`src/rtl/key_scan.sv`:
```
// key_scan: 4x3 alarm-clock keypad scanner.
// Drives one column per clock and accumulates the row hits over a 3-clock frame.
// A frame resolves to one key code, or to 4'hF when no key or several keys are seen.
// New digit presses taken while shift is high are pushed into a 4-deep digit buffer.
// The '*' key is reported as time_button and the '#' key as alarm_button.
module key_scan (
    input  logic       clk,
    input  logic       reset,
    input  logic       shift,
    input  logic [3:0] rows,
    output logic [2:0] columns,
    output logic [3:0] key,
    output logic [3:0] key_buffer_0,
    output logic [3:0] key_buffer_1,
    output logic [3:0] key_buffer_2,
    output logic [3:0] key_buffer_3,
    output logic       time_button,
    output logic       alarm_button
);

    localparam logic [3:0] KEY_NONE  = 4'hF;
    localparam logic [3:0] KEY_STAR  = 4'hA;
    localparam logic [3:0] KEY_POUND = 4'hB;

    typedef enum logic [1:0] {
        COL0 = 2'd0,
        COL1 = 2'd1,
        COL2 = 2'd2
    } col_state_t;

    col_state_t r_state;
    logic [2:0] r_columns;

    // Frame accumulator. The hit count saturates at 2, and 2 means the frame is invalid.
    logic [1:0] r_acc_cnt;
    logic [3:0] r_acc_code;

    logic [3:0] r_key;
    logic [3:0] r_prev;
    logic [3:0] r_buf [4];
    logic       r_time_btn;
    logic       r_alarm_btn;

    logic [2:0] w_row_cnt;
    logic [1:0] w_row_idx;
    logic [3:0] w_hit_code;
    logic [2:0] w_sum;
    logic [1:0] w_tot_cnt;
    logic [3:0] w_tot_code;
    logic [3:0] w_frame_res;
    logic       w_press;
    logic       w_push;

    // Keypad map: row r, column c -> key code.
    function automatic logic [3:0] key_code(input logic [1:0] r, input logic [1:0] c);
        logic [3:0] code;
        if (r != 2'd3) begin
            code = 4'(r) * 4'd3 + 4'(c) + 4'd1;
        end else begin
            case (c)
                2'd0:    code = KEY_STAR;
                2'd1:    code = 4'h0;
                default: code = KEY_POUND;
            endcase
        end
        return code;
    endfunction

    // Count the row hits on this clock and encode the row index, which is only meaningful for a single hit.
    always_comb begin
        w_row_cnt = 3'(rows[0]) + 3'(rows[1]) + 3'(rows[2]) + 3'(rows[3]);
        w_row_idx = 2'd0;
        case (rows)
            4'b0010: w_row_idx = 2'd1;
            4'b0100: w_row_idx = 2'd2;
            4'b1000: w_row_idx = 2'd3;
            default: w_row_idx = 2'd0;
        endcase
        w_hit_code = key_code(w_row_idx, 2'(r_state));
    end

    // Merge this clock's hits into the frame so far, and decide the press and push events.
    always_comb begin
        w_sum       = {1'b0, r_acc_cnt} + w_row_cnt;
        w_tot_cnt   = (w_sum >= 3'd2) ? 2'd2 : w_sum[1:0];
        w_tot_code  = (w_row_cnt == 3'd1) ? w_hit_code : r_acc_code;
        w_frame_res = (w_tot_cnt == 2'd1) ? w_tot_code : KEY_NONE;
        w_press     = (w_frame_res != KEY_NONE) && (w_frame_res != r_prev);
        w_push      = w_press && shift && (w_frame_res <= 4'd9);
    end

    // Column scan FSM. The one-hot column drive is registered alongside the state.
    always_ff @(posedge clk or negedge reset) begin
        if (!reset) begin
            r_state   <= COL0;
            r_columns <= 3'b001;
        end else begin
            case (r_state)
                COL0: begin
                    r_state   <= COL1;
                    r_columns <= 3'b010;
                end
                COL1: begin
                    r_state   <= COL2;
                    r_columns <= 3'b100;
                end
                default: begin
                    r_state   <= COL0;
                    r_columns <= 3'b001;
                end
            endcase
        end
    end

    // Accumulate hits across the frame, and on the column-2 clock commit the result to key and the buttons.
    always_ff @(posedge clk or negedge reset) begin
        if (!reset) begin
            r_acc_cnt   <= 2'd0;
            r_acc_code  <= KEY_NONE;
            r_key       <= KEY_NONE;
            r_prev      <= KEY_NONE;
            r_time_btn  <= 1'b0;
            r_alarm_btn <= 1'b0;
        end else if (r_state == COL2) begin
            r_acc_cnt   <= 2'd0;
            r_acc_code  <= KEY_NONE;
            r_key       <= w_frame_res;
            r_prev      <= w_frame_res;
            r_time_btn  <= (w_frame_res == KEY_STAR);
            r_alarm_btn <= (w_frame_res == KEY_POUND);
        end else begin
            r_acc_cnt   <= w_tot_cnt;
            r_acc_code  <= w_tot_code;
        end
    end

    // Digit shift buffer. A new digit press with shift high pushes the digit in as the newest entry.
    always_ff @(posedge clk or negedge reset) begin
        if (!reset) begin
            for (int i = 0; i < 4; i++) r_buf[i] <= 4'h0;
        end else if ((r_state == COL2) && w_push) begin
            r_buf[3] <= r_buf[2];
            r_buf[2] <= r_buf[1];
            r_buf[1] <= r_buf[0];
            r_buf[0] <= w_frame_res;
        end
    end

    assign columns      = r_columns;
    assign key          = r_key;
    assign key_buffer_0 = r_buf[0];
    assign key_buffer_1 = r_buf[1];
    assign key_buffer_2 = r_buf[2];
    assign key_buffer_3 = r_buf[3];
    assign time_button  = r_time_btn;
    assign alarm_button = r_alarm_btn;

endmodule

```
`config.mk`:
```
export PLATFORM = sky130hd
export DESIGN_NAME = key_scan
export DESIGN_NICKNAME = d
export VERILOG_FILES = /design/src/rtl/key_scan.sv
export SDC_FILE = /design/constraint.sdc
export NUM_CORES = 1
export LEC_CHECK = 0
export CORE_ASPECT_RATIO = 0.9
export CORE_MARGIN = 4
export CORE_UTILIZATION = 40
export CTS_CLUSTER_SIZE = 20
export DETAILED_ROUTE_END_ITERATION = 10
export PLACE_DENSITY = 0.67
export SYNTH_ARGS = -nofsm -noshare
export SYNTH_HDL_FRONTEND = slang
export SYNTH_SLANG_ARGS = --single-unit
```
`constraint.sdc`:
```
create_clock -name clk -period 3.5 [get_ports clk]
set_input_delay 1.05 -clock clk [delete_from_list [all_inputs] [get_ports clk]]
set_output_delay 1.05 -clock clk [all_outputs]
set_load 0.01 [all_outputs]
```
Word level (Yosys, flattened, before mapping)
Cells that the tools add are included.
{"block": "totals", "input_bits": 7, "output_inout_bits": 25, "reg_bits": 33, "elab_cells": 47}
{"block": "op_classes", "n_mux": 10, "n_lt_le_gt_ge": 2, "reduce_logical": 5, "eq_ne": 12, "add_sub_neg": 6, "n_mul": 1}
{"op": "two-way mux 4 bit", "count": 4}
{"op": "== test 4 bit, second input constant", "count": 3}
{"op": "case mux 4 bit (2 select lines)", "count": 1}
{"op": "case mux 2 bit (3 select lines)", "count": 1}
{"op": "case mux 3 bit (2 select lines)", "count": 1}
{"op": "adder 4 x 1 -> 4 bit, second input constant", "count": 1}
{"op": "adder 4 x 2 -> 4 bit", "count": 1}
{"op": "== test 2 x 1 -> 1 bit, second input constant", "count": 2}
{"op": "== test 4 x 2 -> 1 bit, second input constant", "count": 1}
{"op": "== test 4 x 3 -> 1 bit, second input constant", "count": 1}
{"op": "less-or-equal comparator 4 bit, second input constant", "count": 1}
{"op": "logical AND 1 bit", "count": 4}
{"op": "multiplier 2 x 2 -> 4 bit, second input constant", "count": 1}
{"op": "two-way mux 2 bit", "count": 2}
{"op": "!= test 4 bit", "count": 1}
{"op": "!= test 4 bit, second input constant", "count": 1}
{"op": "case mux 2 bit (2 select lines)", "count": 1}
{"op": "adder 2 x 1 -> 3 bit", "count": 1}
{"op": "adder 2 x 3 -> 3 bit", "count": 1}
{"op": "adder 3 x 1 -> 3 bit", "count": 1}
{"op": "== test 3 x 1 -> 1 bit, second input constant", "count": 1}
{"op": ">= comparator 3 x 2 -> 1 bit, second input constant", "count": 1}
{"op": "adder 1 x 1 -> 2 bit", "count": 1}
{"op": "== test 2 bit, second input constant", "count": 1}
{"op": "other kinds (2)", "count": 2}

Depth between registers and ports, before layout
{"block": "logic_depth", "ltp_word": 13, "depth_mapped": 15, "mapped_depth_nobuf": 14}

Worst setup path after synthesis
Ideal clock, no wire load.
{"block": "synth_timing", "path_type": "input to register", "startpoint": "in rows[0]", "endpoint": "reg r_buf (netlist bit key_buffer_0[0])", "cell_stages": 11, "t_required_ns": 3.375, "path_slack_ns": -0.903, "setup_time_ns": 0.125, "arrival_ns": 4.278, "cell_sequence": "fa_1 -> ha_1 -> ha_1 -> fa_1 -> xor2_1 -> nor3b_4 -> o211ai_2 -> xor2_1 -> o41ai_4 -> buf_6 -> mux2_2"}
{"block": "synth_via", "elab_chain_len": 13}
{"element": "start: declaration", "line": "10", "rtl": "input logic [3:0] rows,"}
{"element": "== test 4 bit, or another cell as far along", "line": "73", "rtl": "case (rows)"}
{"element": "case mux 2 bit (3 select lines) / adder 2 x 1 -> 3 bit (equally long branches)", "line": "73, 71"}
{"element": "multiplier 2 x 2 -> 4 bit / adder 3 x 1 -> 3 bit (equally long branches)", "line": "58, 71"}
{"element": "adder 4 x 2 -> 4 bit / adder 2 x 3 -> 3 bit (equally long branches)", "line": "58, 84"}
{"element": "adder 4 x 1 -> 4 bit / >= comparator 3 x 2 -> 1 bit (equally long branches)", "line": "58, 85"}
{"element": "two-way mux 4 bit / two-way mux 2 bit (equally long branches)", "line": "57, 85"}
{"element": "two-way mux 4 bit / == test 2 x 1 -> 1 bit (equally long branches)", "line": "86, 87"}
{"element": "two-way mux 4 bit *", "line": "87", "rtl": "w_frame_res = (w_tot_cnt == 2'd1) ? w_tot_code : KEY_NONE;"}
{"element": "branches (longest 5 deep; another with less-or-equal comparator 4 bit)"}
{"element": "end: declaration", "line": "40", "rtl": "logic [3:0] r_buf [4];"}
Every way passes the cells marked *.
A chain may end at the register's enable or synchronous reset.

Worst setup path after layout
{"block": "layout_timing", "startpoint": "in rows[0]", "endpoint": "reg r_buf (netlist bit key_buffer_2[3])"}
{"block": "layout_via", "elab_chain_len": 13}
{"element": "== test 4 bit, or another cell as far along", "line": "73"}
{"element": "case mux 2 bit (3 select lines) / adder 2 x 1 -> 3 bit (equally long branches)", "line": "73, 71"}
{"element": "multiplier 2 x 2 -> 4 bit / adder 3 x 1 -> 3 bit (equally long branches)", "line": "58, 71"}
{"element": "adder 4 x 2 -> 4 bit / adder 2 x 3 -> 3 bit (equally long branches)", "line": "58, 84"}
{"element": "adder 4 x 1 -> 4 bit / >= comparator 3 x 2 -> 1 bit (equally long branches)", "line": "58, 85"}
{"element": "two-way mux 4 bit / two-way mux 2 bit (equally long branches)", "line": "57, 85"}
{"element": "two-way mux 4 bit / == test 2 x 1 -> 1 bit (equally long branches)", "line": "86, 87"}
{"element": "two-way mux 4 bit *", "line": "87"}
{"element": "branches (longest 3 deep; another with less-or-equal comparator 4 bit)"}
{"element": "logical AND 1 bit *", "line": "89", "rtl": "w_push = w_press && shift && (w_frame_res <= 4'd9);"}
{"element": "logical AND 1 bit *", "line": "141", "rtl": "end else if ((r_state == COL2) && w_push) begin"}
Marks and branches as above.

==> impl_summary.txt <==
----------------------------------------------------
[CTS]
  Post-CTS Hold Buffers ... 0
  Number of levels in the clock H-tree ... 2
  Clock latency on the worst-skew pair ... 280 ps
  Number of buffers inserted during clock tree synthesis ... 5
  CTS sink count ... 31
  TritonCTS clock tree ... yes
  Largest buffer count on any clock path ... 2
  Library cell used as clock root buffer ... sky130_fd_sc_hd__clkbuf_8
  Clock-pin slew on the worst setup and hold paths ... 70 ps

[Floorplanning]
  Io pins ... 32
  Height of the die ... 68.5 um
  Die boundary width ... 75.2 um
  Die Area ... 0.00515 mm^2
  Starting density of the core ... 42.6%
  Cell row count ... 21
  Core region area ... 0.00381 mm^2

[Worst hold path]
  Min-Delay Endpoint ... time_button
  Cell depth of the worst hold path ... 2
  Min-Delay Path Class ... reg2reg
  Min-delay src ... time_button

[Timing]
  Slew of the pin with the lowest slew margin ... 516 ps
  Final count of negative-setup-slack endpoints ... 16
  Number of slew-limit violations in the final report ... 0
  Final setup margin ... -627 ps
  Final Cycle Share ... 118%
  Unrepaired setup endpoints after global routing ... yes
  Upper clock frequency limit ... 0.242 GHz
  Setup tns final ... -9700 ps
  Worst rel slew slack ... 65.5%
  Final Hold Viols ... 0
  Min Tclk post-route ... 4130 ps
  Clock tree skew after final layout ... 11.1 ps

[Layout]
  Fill cell instance count of the final layout ... 281
  Number of antenna diodes ... 0
  Final cell utilization of the core ... 65.8%
  Fraction of final layout cells with drive strength greater than 1 ... 45.8%
  Count of nets after finishing ... 220
  Relative area change from synthesis to final layout ... 54.4%
  Filler-free cell count of the finished design ... 247
  Final instance area ... 0.00251 mm^2

[Yosys]
  Library cell with the largest summed area after synthesis ... sky130_fd_sc_hd__dfrtp_1
  Synthesis-stage register bit count ... 31
  Number of distinct library cells after synthesis ... 31
  Post-synth net total ... 155
  Count of mapped cells out of synthesis ... 135
  Cell area after technology mapping ... 0.00162 mm^2
  Sequential fraction of the synthesis area ... 48.5%
  Synth top area cells ... sky130_fd_sc_hd__dfrtp_1 (34%), sky130_fd_sc_hd__dfstp_2 (15%), sky130_fd_sc_hd__mux2_2 (10%)
  Yosys Warn Count ... 0
  Proportion of netlist area held by the largest area contributor ... 33.9%
  Post-synthesis area per instance ... 12.0 um^2

[Run status]
  Run status ... complete, but fails checks
  Failing checks ... negative setup slack

[Placed design]
  Detailed placer's ending HPWL ... 2.74 mm
  Buffers added on ports ... 31
  Final Wtd Congestion ... 0.796
  Cell Area, Placed ... 0.00217 mm^2
  Placed instance count ... 229

[GRT]
  Maximum number of pins on one net before global-route repair ... 32
  Grt ovf ... 0
  Via count of the first global-routing pass ... 1,314
  Global-route wire length before repair ... 6.38 mm
  Total GRT Usage ... 17.2%
  Number of antenna violations at the first check in global routing ... 0

[Critical path]
  Category of the most critical setup path ... in2reg
  Startpoint kind of the worst setup timing path ... input port
  Crit end category ... register
  Endpoint of the worst register-to-register path ... key_buffer_2[3]
  Biggest fanout along the worst timing path ... 6
  Start of the worst register-to-register path ... columns[2]
  Critical Path AT ... 4300 ps
  Number of cells on the worst reg-to-reg path ... 12
  Reg2reg setup slack ... 350 ps
  Crit path required time ... 3670 ps

[Run]
  Number of max-cap violations ... 0

[Detailed routing]
  Initial DRC Count ... 52
  Post-detailed-routing wire length ... 4.00 mm
  Average detailed-routed wire length per instance ... 16.2 um
  Drt drc ... 0
  Number of iterations in the first detailed-routing pass ... 4
  Antenna viol nets, final ... 0
  Count of vias placed by the detailed router ... 1,243
  Via-per-instance ratio ... 5.03

[Pwr]
  Pwr/cell area ... 531 mW/mm^2
  Peak supply drop ... 0.000308 V
  Static Leakage ... 1.24 nW

----------------------------------------------------
-- state kept, by name (all words and copies together), names as in the netlist --
| name | count |
|---|---|
| alarm_button | 1 |
| columns | 3 |
| key_buffer_0 | 4 |
| key_buffer_1 | 4 |
| key_buffer_2 | 4 |
| key_buffer_3 | 4 |
| r_acc_cnt | 2 |
| r_acc_code | 4 |
| r_prev | 4 |
| time_button | 1 |
-- cell type report --
class	count	area, um^2	share of cell area, %
tap	46	57.6	2.30
timing repair buffer	61	566	22.6
sequential	31	787	31.4
inverter	11	41.3	1.65
clock inverter	1	5.00	0.200
multi-input combinational	90	965	38.5
clock buffer	7	86.3	3.44
-- cell usage in the layout, fill, tap and decap left out, types with 2 or more instances in the layout --
cell,Yosys,routed
sky130_fd_sc_hd__xor2_1,5,3
sky130_fd_sc_hd__inv_1,11,7
sky130_fd_sc_hd__ha_1,9,4
sky130_fd_sc_hd__inv_2,0,4
sky130_fd_sc_hd__fa_1,4,2
sky130_fd_sc_hd__nand2_1,20,19
sky130_fd_sc_hd__a21oi_1,2,2
sky130_fd_sc_hd__xor2_2,0,2
sky130_fd_sc_hd__buf_2,0,2
sky130_fd_sc_hd__mux2_4,0,14
sky130_fd_sc_hd__clkbuf_8,0,6
sky130_fd_sc_hd__o21ai_0,4,4
sky130_fd_sc_hd__buf_6,1,3
sky130_fd_sc_hd__fa_2,0,2
sky130_fd_sc_hd__o41ai_2,0,2
sky130_fd_sc_hd__ha_4,0,5
sky130_fd_sc_hd__clkdlybuf4s50_1,0,27
sky130_fd_sc_hd__mux2i_1,4,4
sky130_fd_sc_hd__dfstp_2,9,9
sky130_fd_sc_hd__nor2_1,7,6
sky130_fd_sc_hd__dfrtp_1,22,22
sky130_fd_sc_hd__buf_4,0,25
sky130_fd_sc_hd__buf_12,0,2
-- timing repair --
item,4_1_cts,5_1_grt
pin swaps,16,5
resized for setup,51,3
setup endpoints to repair,24,18
setup buffers,8,2
cloned,0,0
-- worst max-delay path by stage --
stage	start	endpoint	slack (ps)	depth (start not counted)
CTS	rows[0]	key_buffer_2[3]	-640	14
floorplan	rows[0]	key_buffer_0[0]	-820	11
finish	rows[0]	key_buffer_2[3]	-630	14
detailed placement	rows[0]	key_buffer_1[2]	-1400	16
global route	rows[0]	key_buffer_2[3]	-670	17
global placement	rows[1]	key_buffer_0[3]	-1220	12
-- metal layers --
| metal | vias to the layer above | part of all wire, % | GRT usage, % |
|---|---|---|---|
| met5 | - | 0 | 0 |
| met4 | 0 | 2.3 | 6.55 |
| met3 | 9 | 2.6 | 4.70 |
| met2 | 19 | 52 | 28.7 |
| met1 | 633 | 43 | 21.2 |
| li1 | 582 | - | - |
-- through the flow --
step | total power, W | worst slack (ps) | hold slack, ps
after global routing | 0.00141 | -665 | 532
final | 0.00133 | -627 | 498
after detailed placement | 0.000959 | -1400 | 473
after global placement | 0.000937 | -1220 | 470
after floorplan | 0.000730 | -824 | 476
after CTS | 0.00133 | -644 | 498
-- synthesized netlist by cell type --
master	instances
sky130_fd_sc_hd__dfrtp_1	22
sky130_fd_sc_hd__nand2_1	20
sky130_fd_sc_hd__mux2_2	15
sky130_fd_sc_hd__inv_1	11
sky130_fd_sc_hd__dfstp_2	9
sky130_fd_sc_hd__ha_1	9
sky130_fd_sc_hd__nor2_1	7
sky130_fd_sc_hd__xor2_1	5
sky130_fd_sc_hd__fa_1	4
sky130_fd_sc_hd__mux2i_1	4
sky130_fd_sc_hd__o21ai_0	4
sky130_fd_sc_hd__a21oi_1	2
sky130_fd_sc_hd__and2_2	2
sky130_fd_sc_hd__clkbuf_1	2
sky130_fd_sc_hd__o41ai_1	2
sky130_fd_sc_hd__xnor2_1	2
sky130_fd_sc_hd__a211oi_1	1
sky130_fd_sc_hd__a21o_1	1
sky130_fd_sc_hd__a22oi_2	1
sky130_fd_sc_hd__and2_1	1
sky130_fd_sc_hd__and3_2	1
sky130_fd_sc_hd__buf_6	1
sky130_fd_sc_hd__nand4_1	1
sky130_fd_sc_hd__nor3b_1	1
sky130_fd_sc_hd__nor3b_4	1
sky130_fd_sc_hd__nor4b_1	1
sky130_fd_sc_hd__o211ai_1	1
sky130_fd_sc_hd__o211ai_2	1
sky130_fd_sc_hd__o221ai_1	1
sky130_fd_sc_hd__o41ai_4	1
sky130_fd_sc_hd__or3b_4	1
-- worst max-delay path: stages --
cell and delay, ps:
sky130_fd_sc_hd__buf_6 100, sky130_fd_sc_hd__fa_1 580, sky130_fd_sc_hd__ha_4 230, sky130_fd_sc_hd__ha_4 160, sky130_fd_sc_hd__fa_2 360, sky130_fd_sc_hd__xor2_2 200
sky130_fd_sc_hd__nor3b_4 190, sky130_fd_sc_hd__buf_6 150, sky130_fd_sc_hd__and3_4 200, sky130_fd_sc_hd__xnor2_2 80, sky130_fd_sc_hd__o41ai_4 390, sky130_fd_sc_hd__buf_12 160
sky130_fd_sc_hd__buf_8 130, sky130_fd_sc_hd__mux2_4 300
-- logic make-up after synthesis --
logic type	share of synthesized area, %
buffers and inverters	3.70
flip-flops	48.5
multiplexers	12.9
AO/OA/AOI/OAI	8.09
adder cells (fa/ha/maj)	11.9
AND/OR/NAND/NOR	11.2
XOR/XNOR	3.78
-- power by group --
group	internal (W)	switching, W
Sequential	0.000448	0.0000605
Clock	0.000159	0.000135
Combinational	0.000311	0.000219
(Power assumes the default switching activity.)
